$ cat src/rtl/hv_pkg.sv
// Purpose  : shared types and sizing helpers for hypervector readout (sequencer state, beat count).
// Latency  : n/a (package only).
// Backpress: n/a (package only).
package hv_pkg;

   typedef enum logic [2:0] {
      IDLE,
      SETTLE,
      LOAD,
      SEND,
      CLEAR
   } readout_state_t;

   localparam int DIM_DEFAULT    = 1023;
   localparam int BEAT_W_DEFAULT = 512;

   // Beats per hypervector; DIM is the MSB index, so the width is DIM+1.
   function automatic int nbeat(input int dim, input int beat_w);
      return (dim + 1) / beat_w;
   endfunction

   // Beat index width, never narrower than one bit so a single-beat vector still has an index.
   function automatic int beat_idx_w(input int n);
      return (n > 1) ? $clog2(n) : 1;
   endfunction

endpackage

$ cat src/rtl/hv_readout_sched.sv
// Purpose  : after job_done, wait SETTLE cycles, snapshot the sign vector and stream it out in BEAT_W beats, then pulse counter_clr.
// Latency  : job_done in cycle 0 -> first dst_valid in cycle SETTLE+2; counter_clr the cycle after the last handshake.
// Backpress: beats are held stable while dst_ready is low; dst_valid is registered and never depends on dst_ready.
//
// Ports:
//   clk, rst (async, active-low)      clock and reset
//   job_done                          one-cycle pulse: counters hold their final result
//   sign_bit[DIM:0]                   sign vector from the counter bank
//   dst_valid/dst_ready/dst_data/dst_last  output beat stream, low bits first
//   counter_clr                       one-cycle clear to the counter bank after the transfer
//   busy                              sequencer not idle
//   drop_err                          sticky: job_done arrived while busy
module hv_readout_sched
   import hv_pkg::*;
#(
   parameter int DIM    = DIM_DEFAULT,
   parameter int BEAT_W = BEAT_W_DEFAULT,
   parameter int SETTLE = 2
) (
   input  logic              clk,
   input  logic              rst,
   input  logic              job_done,
   input  logic [DIM:0]      sign_bit,
   input  logic              dst_ready,
   output logic              dst_valid,
   output logic [BEAT_W-1:0] dst_data,
   output logic              dst_last,
   output logic              counter_clr,
   output logic              busy,
   output logic              drop_err
);

   localparam int               NBEAT       = nbeat(DIM, BEAT_W);
   localparam int               IDX_W       = beat_idx_w(NBEAT);
   localparam logic [IDX_W-1:0] LAST_IDX    = IDX_W'(NBEAT - 1);
   // Only compared while in the settle state, which is skipped entirely when SETTLE is 0.
   localparam logic [3:0]       SETTLE_LAST = 4'(SETTLE - 1);

   readout_state_t    state_q, state_d;
   logic [3:0]        settle_cnt_q, settle_cnt_d;
   logic [IDX_W-1:0]  beat_idx_q;
   logic [DIM:0]      snapshot_q;
   logic              dst_valid_q;
   logic [BEAT_W-1:0] dst_data_q;
   logic              dst_last_q;
   logic              drop_err_q;
   logic [BEAT_W-1:0] next_beat;
   logic              hs;

   assign hs = dst_valid_q & dst_ready;

   // ---------------- FSM state register ----------------
   always_ff @(posedge clk or negedge rst) begin
      if (!rst) begin
         state_q      <= IDLE;
         settle_cnt_q <= '0;
      end else begin
         state_q      <= state_d;
         settle_cnt_q <= settle_cnt_d;
      end
   end

   // ---------------- FSM next state ----------------
   // The module parameter SETTLE shadows the enum literal, so the state is named via the package.
   always_comb begin
      state_d      = state_q;
      settle_cnt_d = settle_cnt_q;
      unique case (state_q)
         IDLE: begin
            if (job_done) begin
               settle_cnt_d = '0;
               state_d      = (SETTLE == 0) ? LOAD : hv_pkg::SETTLE;
            end
         end
         hv_pkg::SETTLE: begin
            settle_cnt_d = settle_cnt_q + 4'd1;
            if (settle_cnt_q == SETTLE_LAST) begin
               state_d = LOAD;
            end
         end
         LOAD: begin
            state_d = SEND;
         end
         SEND: begin
            if (hs && (beat_idx_q == LAST_IDX)) begin
               state_d = CLEAR;
            end
         end
         CLEAR: begin
            state_d = IDLE;
         end
         default: begin
            state_d = IDLE;
         end
      endcase
   end

   // ---------------- beat mux ----------------
   // Selects the beat after the current one from the frozen snapshot.
   always_comb begin
      next_beat = '0;
      for (int k = 0; k < NBEAT; k++) begin
         if (int'(beat_idx_q) + 1 == k) begin
            next_beat = snapshot_q[k*BEAT_W +: BEAT_W];
         end
      end
   end

   // ---------------- snapshot and output registers ----------------
   always_ff @(posedge clk or negedge rst) begin
      if (!rst) begin
         beat_idx_q  <= '0;
         snapshot_q  <= '0;
         dst_valid_q <= 1'b0;
         dst_data_q  <= '0;
         dst_last_q  <= 1'b0;
         drop_err_q  <= 1'b0;
      end else begin
         if (job_done && (state_q != IDLE)) begin
            drop_err_q <= 1'b1;
         end

         if (state_q == LOAD) begin
            // Freeze the vector so later sign_bit activity cannot leak into the stream.
            snapshot_q  <= sign_bit;
            beat_idx_q  <= '0;
            dst_data_q  <= sign_bit[BEAT_W-1:0];
            dst_valid_q <= 1'b1;
            dst_last_q  <= (NBEAT == 1);
         end else if ((state_q == SEND) && hs) begin
            if (beat_idx_q == LAST_IDX) begin
               dst_valid_q <= 1'b0;
               dst_last_q  <= 1'b0;
            end else begin
               beat_idx_q <= beat_idx_q + 1'b1;
               dst_data_q <= next_beat;
               dst_last_q <= ((beat_idx_q + 1'b1) == LAST_IDX);
            end
         end
      end
   end

   assign dst_valid   = dst_valid_q;
   assign dst_data    = dst_data_q;
   assign dst_last    = dst_last_q;
   assign counter_clr = (state_q == CLEAR);
   assign busy        = (state_q != IDLE);
   assign drop_err    = drop_err_q;

endmodule

$ cat config.mk
export PLATFORM = sky130hd
export DESIGN_NAME = hv_readout_sched
export DESIGN_NICKNAME = d
export VERILOG_FILES = /design/src/rtl/hv_pkg.sv /design/src/rtl/hv_readout_sched.sv
export SDC_FILE = /design/constraint.sdc
export NUM_CORES = 2
export LEC_CHECK = 0
export CAP_MARGIN = 20
export CORE_AREA = 2 2 602 604
export CTS_BUF_LIST = sky130_fd_sc_hd__clkbuf_4 sky130_fd_sc_hd__clkbuf_8
export CTS_CLUSTER_SIZE = 8
export DETAILED_ROUTE_END_ITERATION = 10
export DIE_AREA = 0 0 604 606
export HOLD_SLACK_MARGIN = 0.05
export PLACE_DENSITY = 0.37
export SYNTH_ARGS = -nofsm -noshare
export SYNTH_HDL_FRONTEND = slang
export SYNTH_SLANG_ARGS = --single-unit
$ cat constraint.sdc
create_clock -name clk -period 1.65 [get_ports clk]
set_input_delay 0.33 -clock clk [delete_from_list [all_inputs] [get_ports clk]]
set_output_delay 0.33 -clock clk [all_outputs]
set_load 0.03 [all_outputs]
==> impl_metrics.toml <==
[run_status]
outcome = "finished with violations"
failed_checks = "negative setup slack"

[die]
start_util = 0.1237
die-height_um = 606
io-pin-count = 1545
core_um2 = 360300
die-width_um = 604
die_area_um2 = 366000
std_cell_rows = 221

[yosys]
synth_ff_type = "dfrtp_1"
async_flop_share = 1.000
yosys_warnings = 0
synth_area_per_cell_um2 = 12.63
synthDistinctLibCells = 32
synth_common_cells = "1,035 x dfrtp_1, 513 x a21oi_1, 513 x mux2_2, 513 x o32ai_1, 512 x o22ai_1"
netlist_instances = 3527
synth_fp_nets = 4557
ys_top_cells_by_area = "dfrtp_1 58%, mux2_2 13%, o32ai_1 10%, o22ai_1 7.2%, a21oi_1 5.8%"
yosysMostFrequentCell = "dfrtp_1"
ys_ff_latch = 1035
synth-edff-count = 0
yosysSeqAreaShare = 0.5812
synth_largest_area_cell = "dfrtp_1"
synth_top_cell_area_share = 0.5812
synth_area_um2 = 44560

[grt]
grt_max_degree = 105
first_global_vias = 48810
grt_usage = 0.1599
grt_overflow = 0
antenna_found_initial = 171
grt_pass1_wl_mm = 412.2

[placement]
dp_hpwl_mm = 233.1
placedInstanceArea_um2 = 67290
io_buffers = 1544
post-place-cells = 9716
gp_congestion = 0.8546
pre_cts_ws_ps = -539.0

[clocking]
h-tree-depth = 4
max-clock-path-buffers = 4
clk_pin_slew_ps = 60
numCtsBuffers = 217
cts_tree = "built"
clk_latency_ps = 1000
clock-sinks = 1035
cts.root.buffer_cell = "clkbuf_8"

[detailed_routing]
drt_first_pass_iters = 6
wirelength_mm = 315.1
drt_iter0_drc = 3732
via_per_inst = 4.090
wire_per_inst_um = 27.02
vias = 47710
drc = 0
ant_nets = 0

[worst_setup_path]
crit_start = "state_q[2]$_DFFE_PN0P_"
r2r_start = "state_q[2]$_DFFE_PN0P_"
start_kind = "flip-flop"
worstPathArrival_ps = 3320
end_kind = "flip-flop"
rr_endpoint = "snapshot_q[552]$_DFFE_PN0N_"
crit_slowest_cell = "or3b_4"
crit_path_max_incr_delay_ps = 510
critPathCapture = "snapshot_q[552]$_DFFE_PN0N_"
cp_max_fo = 33
worst-setup-path-type = "flip-flop to flip-flop"
path_cells = "buf_4 -> buf_6 -> buf_6 -> buf_6 -> or3b_4 -> buf_12 -> clkbuf_16 -> buf_12 -> mux2_2"
cp.required_ps = 2500
cpMostUsedCell = "buf_6"
r2r_slack_ps = -820
rr_worst_depth = 9

[min_path]
hp-class = "input pin to flip-flop"

[pwr]
power_w = 0.06372
powerDensity_nw_per_um2 = 723.5
irDropWorstVdd_mv = 0.5352
leakage_nw = 37.26

[timing]
slew_violations = 0
tightest_slew_ps = 776.8
finalCritPeriodShare = 1.496
max_freq_mhz = 405.2
finClkSkew_ps = 80.82
hold_viol = 0
setup_viol = 1546
rsz0062_at_grt = "yes"
period_needed_ps = 2468
fin_ws_ps = -817.9
slew_headroom = 0.4821

[cells_and_area]
final_cell_area_um2 = 88070
nNetsFinal = 7652
drive_gt1_frac = 0.3316
nFillCells = 38340
multiInputGateArea_um2 = 16630
seq_area_um2 = 25970
layoutNonFillerInstCount = 11660
final_util = 0.2444
area_growth_pct = 97.63

[run]
max_cap_violations = 0
per-stage QoR:
| step | hold slack (ps) | setup TNS [ps] |
|---|---|---|
| after floorplan | 34.41 | 0 |
| after global placement | 277.4 | -329780 |
| after detailed placement | 275.9 | -332860 |
| after CTS | 53.18 | -736660 |
| after global routing | 76.55 | -930390 |
| final | 111.8 | -816910 |
layer usage:
metal / global-route usage / wire, um / vias to the layer above
met3: 0.03219 / 20550 / 530
li1: - / - / 20500
met1: 0.2044 / 132500 / 24540
met2: 0.2694 / 151600 / 2097
met4: 0.04946 / 10260 / 40
met5: 0 / 260 / -
final cells by class:
type	count	share of cell area
timing repair buffer	3278	0.3930
sequential	1035	0.2949
multi-input combinational	2087	0.1889
tap	4794	0.06811
clock buffer	329	0.04701
clock inverter	41	0.005186
antenna	97	0.002756
inverter	3	0.0001279
sequential cells by signal (all words and copies together), names as in the netlist:
register      flops
state_q           3
dst_valid         1
settle_cnt_q      4
drop_err          1
snapshot_q      512
dst_last          1
beat_idx_q        1
dst_data        512
logic make-up after synthesis:
| kind of cell | Yosys count | synth area share |
|---|---|---|
| AO/OA/AOI/OAI | 1551 | 0.2325 |
| flip-flops | 1035 | 0.5812 |
| multiplexers | 513 | 0.1296 |
| buffers and inverters | 405 | 0.05327 |
| AND/OR/NAND/NOR | 21 | 0.002780 |
| adder cells (fa/ha/maj) | 2 | 0.0005615 |
worst min-delay path by stage:
stage	from	endpoint	slack, ps	cells past startpoint
2_1_floorplan	rst	beat_idx_q$_DFFE_PN0P_	30	0
3_3_place_gp	rst	snapshot_q[877]$_DFFE_PN0N_	280	1
3_5_place_dp	rst	snapshot_q[877]$_DFFE_PN0N_	280	1
4_1_cts	sign_bit[508]	dst_data[508]$_DFFE_PN0P_	50	3
5_1_grt	sign_bit[464]	dst_data[464]$_DFFE_PN0P_	80	3
6_report	sign_bit[508]	dst_data[508]$_DFFE_PN0P_	110	3
cells in the final DEF (no fill, tap or decap), types with 176 or more instances in the layout:
| master | instances |
|---|---|
| dlygate4sd3_1 | 992 |
| o32ai_1 | 508 |
| clkdlybuf4s50_1 | 1026 |
| buf_6 | 467 |
| buf_4 | 562 |
| clkbuf_8 | 267 |
| o22ai_1 | 483 |
| buf_12 | 176 |
| mux2_2 | 513 |
| a21oi_1 | 505 |
| dfrtp_1 | 982 |
worst max-delay path: cells and delay by family, from the launching register on:
kind | cells | cell delay (ps)
buffers and inverters | 7 | 1050
muxes | 1 | 290
and+or+nand+nor | 1 | 510
DFF | 1 | 410
report_power, final:
part	switching, W	internal (W)
clock	0.0134	0.0170
sequential	0.000584	0.0260
combinational	0.00235	0.00436
timing repair:
item | CTS | global route
hold buffers | 993 | 0
setup buffers | 430 | 5
resized for setup | 2630 | 82
setup endpoints to repair | 1531 | 1548
pin swaps | 12 | 8
gates cloned | 13 | 41
hold endpoints to repair | 2025 | 0
(Power assumes the default switching activity.)
